`config.mk`:
```
export PLATFORM = sky130hd
export DESIGN_NAME = fpu_arbiter
export DESIGN_NICKNAME = d
export VERILOG_FILES = /design/src/rtl/fpu_pkg.sv /design/src/rtl/rr_arbiter.sv /design/src/rtl/fpu_arbiter.sv
export SDC_FILE = /design/constraint.sdc
export NUM_CORES = 1
export LEC_CHECK = 0
export ABC_AREA = 0
export CAP_MARGIN = 5
export CORE_MARGIN = 1.5
export CORE_UTILIZATION = 42
export DETAILED_ROUTE_END_ITERATION = 10
export PLACE_DENSITY = 0.95
export SLEW_MARGIN = 30
export SYNTH_ARGS = -nofsm -noshare
export SYNTH_HDL_FRONTEND = slang
export SYNTH_SLANG_ARGS = --single-unit
```
`constraint.sdc`:
```
create_clock -name clk -period 4.9 [get_ports clk]
set_clock_uncertainty 0.2 [all_clocks]
set_input_delay 0.49 -clock clk [delete_from_list [all_inputs] [get_ports clk]]
set_output_delay 0.49 -clock clk [all_outputs]
set_load 0.02 [all_outputs]
```
`src/rtl/fpu_pkg.sv`:
```
// Shared types and constants for the fpu request arbiter.
package fpu_pkg;

    typedef enum logic [1:0] {
        FP_ADD = 2'b00,
        FP_MUL = 2'b01
    } fp_op_t;

    localparam logic [31:0] FP_INVALID_RESULT = 32'hFFFF_FFFF;

    typedef enum logic [1:0] {
        IDLE,
        EXEC,
        DONE
    } fpu_arb_state_t;

    // Any op code with the high bit set is not a supported fpu operation.
    function automatic logic op_is_invalid(logic [1:0] ctrl);
        return ctrl[1];
    endfunction

endpackage

```
`src/rtl/rr_arbiter.sv`:
```
// Combinational round-robin picker: first asserted request at or above ptr, wrapping.
module rr_arbiter #(
    parameter int unsigned NREQ = 2,
    parameter int unsigned IDW  = $clog2(NREQ)
) (
    input  logic [NREQ-1:0] req,
    input  logic [IDW-1:0]  ptr,
    output logic [NREQ-1:0] grant,
    output logic [IDW-1:0]  grant_id,
    output logic            any
);

    int unsigned idx;

    always_comb begin
        grant    = '0;
        grant_id = '0;
        any      = 1'b0;
        idx      = 0;
        for (int unsigned i = 0; i < NREQ; i++) begin
            idx = (int'(ptr) + i) % NREQ;
            if (!any && req[idx]) begin
                any        = 1'b1;
                grant[idx] = 1'b1;
                grant_id   = IDW'(idx);
            end
        end
    end

endmodule

```
`src/rtl/fpu_arbiter.sv`:
```
// Shares one combinational fpu between NREQ requesters: round-robin grant, operands held
// for LATENCY cycles, registered result returned with the issuing requester id.
module fpu_arbiter
    import fpu_pkg::*;
#(
    parameter int unsigned NREQ    = 2,
    parameter int unsigned LATENCY = 2,
    parameter int unsigned IDW     = $clog2(NREQ)
) (
    input  logic             clk,
    input  logic             reset,
    input  logic [NREQ-1:0]  req_valid,
    output logic [NREQ-1:0]  req_ready,
    input  logic [NREQ*32-1:0] req_a,
    input  logic [NREQ*32-1:0] req_b,
    input  logic [NREQ*2-1:0]  req_ctrl,
    output logic             rsp_valid,
    input  logic             rsp_ready,
    output logic [IDW-1:0]   rsp_id,
    output logic [31:0]      rsp_result,
    output logic             rsp_err,
    output logic [31:0]      fpu_a,
    output logic [31:0]      fpu_b,
    output logic [1:0]       fpu_ctrl,
    input  logic [31:0]      fpu_result,
    output logic             busy
);

    localparam int unsigned CW = (LATENCY > 1) ? $clog2(LATENCY) : 1;

    fpu_arb_state_t state_q, state_d;
    logic [IDW-1:0] ptr_q, ptr_d;
    logic [IDW-1:0] id_q, id_d;
    logic [31:0]    a_q, a_d;
    logic [31:0]    b_q, b_d;
    logic [1:0]     ctrl_q, ctrl_d;
    logic [CW-1:0]  cnt_q, cnt_d;
    logic [31:0]    result_q, result_d;
    logic           err_q, err_d;

    logic [NREQ-1:0] grant;
    logic [IDW-1:0]  grant_id;
    logic            grant_any;

    rr_arbiter #(
        .NREQ (NREQ),
        .IDW  (IDW)
    ) u_rr_arbiter (
        .req      (req_valid),
        .ptr      (ptr_q),
        .grant    (grant),
        .grant_id (grant_id),
        .any      (grant_any)
    );

    always_comb begin
        state_d   = state_q;
        ptr_d     = ptr_q;
        id_d      = id_q;
        a_d       = a_q;
        b_d       = b_q;
        ctrl_d    = ctrl_q;
        cnt_d     = cnt_q;
        result_d  = result_q;
        err_d     = err_q;
        req_ready = '0;
        unique case (state_q)
            IDLE: begin
                if (grant_any) begin
                    req_ready = grant;
                    a_d       = req_a[32*int'(grant_id) +: 32];
                    b_d       = req_b[32*int'(grant_id) +: 32];
                    ctrl_d    = req_ctrl[2*int'(grant_id) +: 2];
                    id_d      = grant_id;
                    ptr_d     = (int'(grant_id) == NREQ - 1) ? '0 : grant_id + 1'b1;
                    cnt_d     = CW'(LATENCY - 1);
                    state_d   = EXEC;
                end
            end
            EXEC: begin
                if (cnt_q == '0) begin
                    result_d = fpu_result;
                    err_d    = op_is_invalid(ctrl_q);
                    state_d  = DONE;
                end else begin
                    cnt_d = cnt_q - 1'b1;
                end
            end
            DONE: begin
                if (rsp_ready) begin
                    state_d = IDLE;
                end
            end
            default: state_d = IDLE;
        endcase
    end

    always_ff @(posedge clk) begin
        if (reset) begin
            state_q  <= IDLE;
            ptr_q    <= '0;
            id_q     <= '0;
            a_q      <= '0;
            b_q      <= '0;
            ctrl_q   <= '0;
            cnt_q    <= '0;
            result_q <= '0;
            err_q    <= 1'b0;
        end else begin
            state_q  <= state_d;
            ptr_q    <= ptr_d;
            id_q     <= id_d;
            a_q      <= a_d;
            b_q      <= b_d;
            ctrl_q   <= ctrl_d;
            cnt_q    <= cnt_d;
            result_q <= result_d;
            err_q    <= err_d;
        end
    end

    // The fpu sees zeros while idle and keeps the last operands through DONE.
    always_comb begin
        fpu_a      = (state_q == IDLE) ? '0 : a_q;
        fpu_b      = (state_q == IDLE) ? '0 : b_q;
        fpu_ctrl   = (state_q == IDLE) ? '0 : ctrl_q;
        rsp_valid  = (state_q == DONE);
        rsp_id     = id_q;
        rsp_result = result_q;
        rsp_err    = err_q;
        busy       = (state_q != IDLE);
    end

endmodule
```
After elaboration in Yosys (flattened, before gate mapping)
Cells that the tools add are included.
{ "classes": {"eq_ne": 5, "bitwise_logic": 2, "shift": 3, "n_lt_le_gt_ge": 4, "mux": 27, "add_sub_neg": 3, "reduce_logical": 11} }
{ "ops": {"columns": ["op", "count"], "rows": [
  ["variable part select 64 x 7 -> 32 bit", 2],
  ["2-to-1 mux 32 bit", 2],
  ["2-to-1 mux 2 bit", 8],
  ["2-to-1 mux 1 bit", 13],
  ["one-hot mux 2 bit (3 select lines)", 1],
  ["AND reduction 2 bit", 3],
  ["less-than comparator 1 x 2 -> 1 bit (second input constant)", 2],
  ["!= test 2 bit (second input constant)", 2],
  ["nonzero test 2 bit", 2],
  ["variable part select 4 x 3 -> 2 bit", 1],
  ["logical AND 1 bit", 3],
  ["AND reduction 3 bit", 1],
  ["adder 1 bit (second input constant)", 2],
  ["demux 1 bit (select 1 bit)", 2],
  ["== test 2 x 1 -> 1 bit (second input constant)", 1],
  ["== test 2 bit (second input constant)", 1],
  [">= comparator 1 bit (second input constant)", 2],
  ["logical NOT 2 bit", 1],
  ["!= test 2 x 1 -> 1 bit (second input constant)", 1],
  ["bitwise OR 2 bit", 1],
  ["one-hot mux 1 bit (2 select lines)", 1],
  ["logical NOT 1 bit", 1],
  ["inverter 1 bit", 1],
  ["subtractor 1 bit (second input constant)", 1]
]} }
{ "totals": {"reg_bits": 104, "inputBits": 169, "output_inout_bits": 104} }

Longest topological paths before layout
Gate-level depths: netlist of run 1.
{ "depth": {"word_depth": 9, "ltp_mapped": 7} }

Modules after synthesis
Synthesis of run 1 repeated with hierarchy kept, for this count alone.
{ "hier_totals": {"cells_unflattened": 540, "hier_area_um2": 4993.5} }
{ "modules_own_cells": {"columns": ["module", "seq_area_each_um2", "area_each_um2", "n_inst", "cells_per_inst"], "rows": [
  ["fpu_arbiter", 2082.0, 4961.0, 1, 535],
  ["rr_arbiter", 0.0, 32.5, 1, 5]
]} }

Worst setup path after synthesis of run 1
OpenSTA, ideal clock, no wires.
{ "synth_path": {"kind": "register -> output", "start": "register state_q[1]", "end": "output port fpu_b[23]", "slack_ns": 2.901, "path_buffers": 4, "t_arrival_ns": 1.309, "stages_incl_launch_ff": 7, "required_time_ns": 4.210, "cell_sequence": "dfxtp_1 > buf_6 > or2_1 > buf_2 > buf_6 > buf_2 > and2_1"} }
{ "synth_between": {"elab_chain_len": 2} }
{ "synth_lines": {"columns": ["element", "line", "text"], "rows": [
  ["from (decl)", "fpu_arbiter.sv:31", "fpu_arb_state_t state_q, state_d;"],
  ["from (signal assigned)", "fpu_arbiter.sv:110", "state_q <= state_d;"],
  ["logical NOT 2 bit", "fpu_arbiter.sv:125", "fpu_b = (state_q == IDLE) ? '0 : b_q;"],
  ["2-to-1 mux 32 bit", "fpu_arbiter.sv:125", null],
  ["to (decl)", "fpu_arbiter.sv:23", "output logic [31:0] fpu_b,"]
]} }
No other way between the ends.

Final worst setup path of run 1
{ "layout_path": {"start": "register state_q[1]", "end": "output port fpu_ctrl[0]"} }
{ "layout_between": {"elab_chain_len": 2} }
{ "layout_lines": {"columns": ["element", "line", "text"], "rows": [
  ["logical NOT 2 bit", "fpu_arbiter.sv:126", "fpu_ctrl = (state_q == IDLE) ? '0 : ctrl_q;"],
  ["2-to-1 mux 2 bit", "fpu_arbiter.sv:126", null],
  ["to (decl)", "fpu_arbiter.sv:24", "output logic [1:0] fpu_ctrl,"]
]} }
No other way between the ends.

==> impl_results.md, run 1 <==
* Reg2Reg Capture Point: b_q[4]
* Simple-gate share of the synthesized area at 30.03%
* Worst r2r path cells at 4
* 1st-iter DRT viols at 446
* FF-to-FF Start: state_q[1]
* Post-DP HPWL at 11.09 mm
* Slew @ Worst Pin at 792.6 ps
* TritonCTS clock tree: yes
* Pwr per Cell Area at 300.9 nW/um2
* Leak at 0.002703 uW
* Non-filler instance count after layout at 996
* Final min period at 3315 ps
* Period utilization at slightly below 70%
* Post-Syn Area per Cell at roughly 7.7 um2
* RSZ-0062 raised after global routing: no
* Status: completed
* Global-route wire length before repair at about 26 mm
* Maximum number of pins on one net before global-route repair at 123
* Initial core utilization at between 40% and 50%
* Number of synthesized register bits at around 100
* Area grow syn2layout at 62.19%
* Postcts setup bufs at 0
* Clock Root Buffer: clkbuf_16
* Mapped Nets at 798
* Total GRT Usage at between 20% and 30%
* Die ar. at 12110 um2
* Worst Setup Path Type: reg2out
* Final Hold Viols at 0
* Worst path slowest cell: clkdlybuf4s50_1
* H-Tree Depth at 3
* Synth cell count leaders: nand3_1 (132), dfxtp_1 (104), nand2_1 (69), and2_1 (67), a31oi_1 (66)
* # IOs at 273
* Hold Path Origin: rsp_result[11]
* Hold Path Stages at 2
* Die Y at 110.0 um
* Peak VDD IR at 211.0 uV
* Wire length per cell at 17.00 um
* Final setup TNS at 0 ps
* EDFF count, synth at 0
* Synth area leaders: dfxtp_1 (43%), nand3_1 (14%), and2_1 (8.7%), a31oi_1 (8.6%), o21ai_0 (6.2%)
* Port bufs at 272
* Most frequent cell after synthesis: nand3_1
* Critical path arrival at about 2600 ps
* Skew-Pair Late Insertion Delay at 330 ps
* Routed WL at 16.93 mm
* CTS Buffer Depth at 2
* CTS Buf Count at 9
* Nets at ~1000
* Crit path required time at around 4200 ps
* Largest family of logic cells by synthesized area: simple AND/OR/NAND/NOR gates
* FP Rows at 38
* Final setup viols at 0
* Length of the first detailed-routing pass in iterations at 7
* Worst setup SP type: flop
* Rel. slew slack at ~47%
* Antenna Cells at 0
* Vias in the first global route at 5142
* CP cell instances: or2_4, buf_12, and2_1, clkdlybuf4s50_1
* Library cells used by synthesis at 24
* Share of post-route cells with drive strength above 1 at between 4 and 5%
* CP Capture Type: primary output
* Die Span X at 110.0 um
* Synth Area in Compound Gates at 19.66%
* Hold Path Class: reg2reg
* Worst path max stage delay at between 600 and 700 ps
* Reg clk slew, reported paths at roughly 80 ps
* Clk sinks at 104
* Via count at ~5500
* Post-CTS Hold Buffers at 0
* RD Place Congestion at 0.7866
* CP Max Fanout at 62
* PostCTS Resize Cnt at 0
* Placed cells at 979
* Synth Area in Adders at 0%
* DP Worst Slack at 1841 ps
* Max Cap Viol at 0
* Mapped Cells at 629
* # DRC at 0
* Post-synth ARST share at 0%
* Post-DR vias/cell at roughly 5.5
* Remaining Overflow, GRT at 0
* YS warnings at 0
* Worst Hold End: rsp_result[11]
* Post-synth top flop: dfxtp_1
* Final count of pins violating max slew at 0
* Mux cell area share after synthesis at 0%
* Reg2reg setup slack at 2770 ps
* Post-synthesis sequential area ratio at 43.27%
* Worst setup margin at 1585 ps
* Cell Area, Synth at a little under 5000 um2
* Peak Freq at 301.7 MHz
* Initial antenna violation count at 0
* Synth Area in XOR/XNOR at 0%
* Core area at 10980 um2
* ANT nets after route at 0
* Largest area contributor in the netlist: dfxtp_1
* Post-synth top area share at 43.27%
==> layout by cell type, fill, tap and decap left out, drive strengths merged <==
cell type	instances
nand2b	3
nor2	3
or2	1
dfxtp	104
nor2b	1
o21ai	66
nand3	132
or3b	1
nand2	69
nor3b	3
clkbuf	10
clkinv	2
nor3	1
a31oi	66
a21oi	36
buf	11
o21a	2
a211oi	1
clkdlybuf4s50	271
and2	67
inv	6
==> routing by layer <==
metal  wire length, um  part of all wire (%)  vias up  global-route usage, %
met3              1592                   9.4       32                  6.643
li1                  -                     -     2654                      -
met4               450                   2.7        0                  10.39
met1              6555                    39     2571                  32.27
met5                 0                     0        -                      0
met2              8335                    49      268                  46.32
==> state kept, by name (all words and copies together), names as in the netlist <==
| signal | count |
|---|---|
| ptr_q | 1 |
| rsp_result | 32 |
| ctrl_q | 2 |
| a_q | 32 |
| rsp_err | 1 |
| rsp_id | 1 |
| b_q | 32 |
| cnt_q | 1 |
| state_q | 2 |
==> area by class of cell <==
cell class,instances,area (um2)
Sequential cell,104,2082
Clock inverter,6,57.56
Timing Repair Buffer,282,2831
Clock buffer,10,239.0
Fill cell,836,3178
Multi-Input combinational cell,452,2412
Inverter,2,7.507
Tap cell,140,175.2
==> worst max path at each step <==
stage	start	endpoint	depth (start not counted)
detailed placement	state_q[1]	fpu_a[9]	3
global placement	state_q[1]	fpu_b[2]	3
finish	state_q[1]	fpu_ctrl[0]	4
global route	state_q[1]	fpu_b[26]	4
floorplan	state_q[1]	fpu_b[23]	6
CTS	state_q[1]	fpu_a[9]	3
==> cell families (layout without fill, tap and decap cells) <==
kind of cell / after synthesis / count (layout)
AOI/OAI and AO/OA: 171 / 171
and+or+nand+nor: 281 / 281
DFF: 104 / 104
buffers and inverters: 73 / 300
==> worst max-delay path: cells and delay by family, from the launching register on <==
family        cells  cell delay [ps]
buf+inv           2              910
flops             1              600
simple gates      2              760
==> power by group <==
part / switching (uW) / total [uW] / internal, uW
combinational: 340 / 656 / 316
clock: 350 / 723 / 372
sequential: 44.5 / 969 / 925
==> metrics by stage <==
step	instance area, um2	hold WS, ps	power [uW]	util, %
after global routing	7805	281.7	2454	71.06
after detailed placement	7488	247.3	1635	68.18
after floorplan	4812	236.8	1324	-
after CTS	7785	258.2	2356	70.88
after global placement	7457	241.2	1618	67.90
final	7805	254.7	2349	71.06
No activity file was read; power rests on OpenSTA's default activity.
==> run 2: changes to the inputs <==
--- a/config.mk
+++ b/config.mk
@@ -8,9 +8,9 @@
 export ABC_AREA = 0
 export CAP_MARGIN = 5
 export CORE_MARGIN = 1.5
-export CORE_UTILIZATION = 42
+export CORE_UTILIZATION = 39
 export DETAILED_ROUTE_END_ITERATION = 10
-export PLACE_DENSITY = 0.95
+export PLACE_DENSITY = 0.93
 export SLEW_MARGIN = 30
 export SYNTH_ARGS = -nofsm -noshare
 export SYNTH_HDL_FRONTEND = slang
==> constraint.sdc (replaced) <==
create_clock -name clk -period 3.1 [get_ports clk]
set_clock_uncertainty 0.2 [all_clocks]
set_input_delay 0.31 -clock clk [delete_from_list [all_inputs] [get_ports clk]]
set_output_delay 0.31 -clock clk [all_outputs]
set_load 0.02 [all_outputs]
==> impl_results.md, run 2 (synthesis gave the netlist of run 1 again) <==
* Worst setup margin at around 250 ps
* CP Capture Type: primary output
* RD Place Congestion at 0.7968
* P_int at 2526 uW
* Nets at 1022
* Slew @ Worst Pin at 772.1 ps
* PostCTS Resize Cnt at 0
* FP Rows at 40
* Hold Path Stages at 2
* Most frequent cells in the layout: clkdlybuf4s50_1 (271), nand3_1 (132), dfxtp_1 (104)
* Remaining Overflow, GRT at 0
* ANT nets after route at 0
* Port bufs at 272
* Share of post-route cells with drive strength above 1 at a little over 4%
* Worst setup SP type: flop
* Routed WL at between 15 and 20 mm
* Die Span X at 114.1 um
* Comb pwr share at 28.6%
* Worst Hold End: state_q[1]
* Die ar. at 13010 um2
* Antenna Cells at 0
* Hold Path Class: in2reg
* Maximum number of pins on one net before global-route repair at between 80 and 90
* H-Tree Depth at 3
* Pwr per Cell Area at ~460 nW/um2
* Clock power share at 29.3%
* Total GRT Usage at 25.92%
* Reg clk slew, reported paths at 70 ps
* Postcts setup bufs at 0
* Layout fillers at 992
* Core area at 12010 um2
* 1st-iter DRT viols at 464
* CTS Buffer Depth at 2
* Critical path arrival at 2340 ps
* # DRC at 0
* Vias in the first global route at about 5400
* Final Hold Viols at 0
* CP Max Fanout at 45
* FF-to-FF Start: state_q[1]
* Initial core utilization at between 40% and 50%
* DP Worst Slack at ~640 ps
* Worst Setup Path Type: reg2out
* Status: completed
* Reg2reg setup slack at 1110 ps
* Peak VDD IR at 295.6 uV
* # IOs at 273
* RSZ-0062 raised after global routing: no
* Reg area at 2082 um2
* Wire length per cell at 16.66 um
* Global-route wire length before repair at around 27 mm
* Net Sw Frac at 30.26%
* Die Y at around 110 um
* Clock Root Buffer: clkbuf_16
* Length of the first detailed-routing pass in iterations at 5
* Flop pwr share at 42.1%
* Area grow syn2layout at 61.93%
* Worst r2r path cells at 5
* Area occupied by multi-input gates at 2412 um2
* Most common cell after layout, fill and taps aside: clkdlybuf4s50_1
* Total power at 3622 uW
* CTS Buf Count at 9
* Leak at between 0.002 and 0.003 uW
* Final setup TNS at 0 ps
* Clk sinks at 104
* Rel. slew slack at 48.53%
* TritonCTS clock tree: yes
* Post-CTS Hold Buffers at 0
* Peak Freq at 350.5 MHz
* Final count of pins violating max slew at 0
* Reg2Reg Capture Point: b_q[14]
* Sw power at 1096 uW
* Hold Path Origin: reset
* Crit path required time at 2590 ps
* Post-DP HPWL at 11.05 mm
* Post-DR vias/cell at 5.506
* Final min period at 2853 ps
* Skew-Pair Late Insertion Delay at 340 ps
* Max Cap Viol at 0
* Initial antenna violation count at 0
* Period utilization at between 90 and 100%
* Via count at approximately 5500
* Final setup viols at 0
## run 2: cell count changes in the layout (fill, tap and decap cells not counted), sizes merged
| cell | before | now |
|---|---|---|
| inv | 6 | 3 |
| buf | 11 | 13 |
| clkinvlp | 0 | 2 |
| clkbuf | 10 | 11 |
| clkinv | 2 | 1 |
## run 2: metrics by stage
| stage | cells | hold WS [ps] | utilization, % | area [um2] |
|---|---|---|---|---|
| finish | 1004 | 246.6 | 64.88 | 7792 |
| global route | 1004 | 270.0 | 64.88 | 7792 |
| CTS | 1004 | 245.3 | 64.88 | 7792 |
| detailed placement | 989 | 245.8 | 62.61 | 7521 |
| global placement | 989 | 240.6 | 62.61 | 7521 |
| floorplan | 629 | 236.8 | - | 4812 |
## run 2: cell type report
class | count | area share, %
Multi-Input combinational cell | 452 | 30.96
Inverter | 2 | 0.09634
Sequential cell | 104 | 26.72
Timing Repair Buffer | 284 | 36.38
Clock inverter | 4 | 0.3693
Tap cell | 147 | 2.360
Clock buffer | 11 | 3.115
## run 2: routing by layer
| layer | routed length (um) | share of wire (%) | up-vias | global-route usage, % |
|---|---|---|---|---|
| met2 | 8064 | 48 | 273 | 43.98 |
| met4 | 476 | 2.8 | 0 | 11.67 |
| met3 | 1666 | 10 | 32 | 8.735 |
| li1 | - | - | 2659 | - |
| met5 | 0 | 0 | - | 0 |
| met1 | 6514 | 39 | 2564 | 29.64 |
## run 2: how the worst max path moves through the flow
stage	from	to	slack [ps]	depth (start not counted)
2_1_floorplan	state_q[1]	fpu_b[23]	1280	6
3_3_place_gp	state_q[0]	fpu_b[5]	680	4
3_5_place_dp	state_q[0]	fpu_b[5]	640	4
4_1_cts	state_q[0]	fpu_b[5]	250	4
5_1_grt	state_q[0]	fpu_b[5]	120	4
6_report	state_q[0]	fpu_b[5]	250	4
## run 2: critical path, stage by stage (launching register included)
cell and delay (ps):
dfxtp_1 580, or2_4 220, buf_4 330, and2_1 200, clkdlybuf4s50_1 660
## run 2: power by group through the flow
stage / Sequential [uW] / Combinational [uW] / Clock (uW)
finish: 1520 / 1040 / 1060
global route: 1540 / 1130 / 1140
CTS: 1520 / 1040 / 1090
detailed placement: 1550 / 1040 / 0
global placement: 1550 / 1020 / 0
floorplan: 1570 / 522 / 0
==> run 3: changes to the inputs <==
--- a/config.mk
+++ b/config.mk
@@ -10,8 +10,9 @@
 export CORE_MARGIN = 1.5
 export CORE_UTILIZATION = 39
 export DETAILED_ROUTE_END_ITERATION = 10
-export PLACE_DENSITY = 0.93
+export PLACE_DENSITY = 0.92
 export SLEW_MARGIN = 30
 export SYNTH_ARGS = -nofsm -noshare
 export SYNTH_HDL_FRONTEND = slang
+export SYNTH_HIERARCHICAL = 1
 export SYNTH_SLANG_ARGS = --single-unit
==> impl_results.md, run 3 <==
* Mapped Cells at 540
* Slew @ Worst Pin at 705.1 ps
* Total GRT Usage at 20.32%
* Post-placement cell area at approximately 7700 um2
* Nets at 952
* 1st-iter DRT viols at roughly 210
* Most frequent cells in the layout: clkdlybuf4s50_1 (271), dfxtp_1 (104), mux2i_1 (69)
* FP Rows at about 40
* Largest area contributor in the netlist: dfxtp_1
* Reg clk slew, reported paths at around 70 ps
* H-Tree Depth at 3
* YS warnings at 6
* Share of post-route cells with drive strength above 1 at approximately 8.8%
* Routed WL at between 10 and 15 mm
* Pwr per Cell Area at 500.4 nW/um2
* Peak Freq at approximately 350 MHz
* Flop pwr share at 38.9%
* Library cells used by synthesis at 25
* Final min period at about 2800 ps
* Final setup viols at 0
* # DRC at 0
* CP Capture Type: primary output
* ANT nets after route at 0
* Net Sw Frac at 28.91%
* Critical path arrival at around 2300 ps
* Reg2reg setup slack at 1130 ps
* Initial antenna violation count at 0
* Wire length per cell at 14.73 um
* Post-CTS Hold Buffers at 0
* Synth area leaders: dfxtp_1 (42%), mux2i_1 (14%), a211oi_2 (10%), and2_1 (8.5%), nor2_1 (5.1%)
* Port bufs at 272
* Global-route wire length before repair at 21.40 mm
* Clock power share at 30.2%
* Vias in the first global route at 4360
* Most common cell after layout, fill and taps aside: clkdlybuf4s50_1
* Clk sinks at roughly 100
* Die Y at 116.2 um
* Hold Path Class: reg2reg
* Length of the first detailed-routing pass in iterations at 4
* Post-synthesis sequential area ratio at 41.69%
* Cell Area, Synth at 4994 um2
* Comb pwr share at between 30% and 40%
* Antenna Cells at 0
* CTS Buffer Depth at 2
* Final instance area at 8066 um2
* Worst Setup Path Type: reg2out
* Initial core utilization at about two fifths
* Post-synth top flop: dfxtp_1
* Postcts setup bufs at 0
* Skew-Pair Late Insertion Delay at around 340 ps
* Core area at around 13000 um2
* Crit path required time at roughly 2600 ps
* Via count at about 4600
* Clock Root Buffer: clkbuf_16
* Die ar. at 13490 um2
* Min Hold Slack at 253.7 ps
* Post-DR vias/cell at 4.773
* Status: completed
* CTS Buf Count at 9
* Final setup TNS at 0 ps
* RD Place Congestion at 0.7464
* Post-synth top area share at 41.69%
* Leak at 0.002992 uW
* Post-synth ARST share at 0%
* Most frequent cell after synthesis: dfxtp_1
* # IOs at 273
* Final count of pins violating max slew at 0
* Max Cap Viol at 0
* Die Span X at 116.2 um
* Peak VDD IR at 320.9 uV
* Rel. slew slack at 53.00%
* CP Max Fanout at 46
* Post-Syn Area per Cell at 9.247 um2
* Mapped Nets at 709
* Maximum number of pins on one net before global-route repair at approximately 140
* Worst setup SP type: flop
* RSZ-0062 raised after global routing: no
* Post-DP HPWL at 10.35 mm
* P_int at 2870 uW
* Remaining Overflow, GRT at 0
* EDFF count, synth at 0
* Number of synthesized register bits at between 100 and 150
* Final Hold Viols at 0
* Sw power at 1167 uW
* Synth cell count leaders: dfxtp_1 (104), mux2i_1 (69), and2_1 (68), nor2_1 (68), nand2_1 (66)
* Area grow syn2layout at 61.54%
* Period utilization at roughly 90%
* TritonCTS clock tree: yes
* PostCTS Resize Cnt at 0
-- run 3: cell types whose count changed in the layout (fill, tap and decap cells not counted), moves of 4 or more --
cell | previous run | this run
a211oi_1 | 1 | 27
a211oi_2 | 0 | 40
a31oi_1 | 66 | 0
buf_4 | 11 | 7
mux2i_1 | 0 | 69
nand3_1 | 132 | 0
nor2_1 | 2 | 68
o21ai_0 | 60 | 0
o21ai_1 | 6 | 0
-- run 3: per-stage QoR --
stage,worst slack [ps],total power (uW),utilization (%),instances
after floorplan,1354,2325,-,540
after global placement,558.9,2824,61.62,944
after detailed placement,525.9,2860,61.62,944
after CTS,226.6,4086,64.18,959
after global routing,122.6,4249,64.18,959
final,257.0,4036,64.18,959
-- run 3: per-layer routing --
metal	track usage, %	vias up	part of all wire, %
met5	0	-	0
met4	8.699	0	2.6
met3	5.553	27	8.2
met2	37.02	171	51
met1	22.16	2061	38
li1	-	2318	-
-- run 3: worst paths after layout --
| path | start | end | depth (start not counted) |
|---|---|---|---|
| worst min register to register | rsp_result[0] | rsp_result[0] | 2 |
| worst max-delay path | state_q[0] | fpu_a[25] | 4 |
| worst min-delay path | rsp_result[0] | rsp_result[0] | 2 |
| worst max register to register | state_q[1] | a_q[5] | 5 |
-- run 3: critical path, stage by stage (launching register included) --
cell and delay, ps:
dfxtp_1 530, or2_2 420, buf_12 240, and2_1 160, clkdlybuf4s50_1 610
-- run 3: kinds of logic after synthesis --
family          count (synthesis)  share of synthesized area [%]
buf+inv                        52                          6.364
compound gates                105                          18.12
simple gates                  210                          20.00
mux                            69                          13.83
flops                         104                          41.69
-- run 3: power groups by stage --
| stage | Sequential, uW | Clock [uW] | Combinational [uW] |
|---|---|---|---|
| floorplan | 1620 | 0 | 704 |
| global placement | 1590 | 0 | 1230 |
| detailed placement | 1600 | 0 | 1260 |
| CTS | 1570 | 1250 | 1260 |
| global route | 1590 | 1310 | 1340 |
| finish | 1570 | 1220 | 1240 |
-- run 3: final cells by class --
class | count | area [um2]
repair buffers | 281 | 2825
multi-input cells | 384 | 2611
clock inverters | 3 | 65.06
flip-flops and latches | 104 | 2082
fillers | 1027 | 4502
well taps | 172 | 215.2
clock buffers | 12 | 256.5
inverters | 3 | 11.26
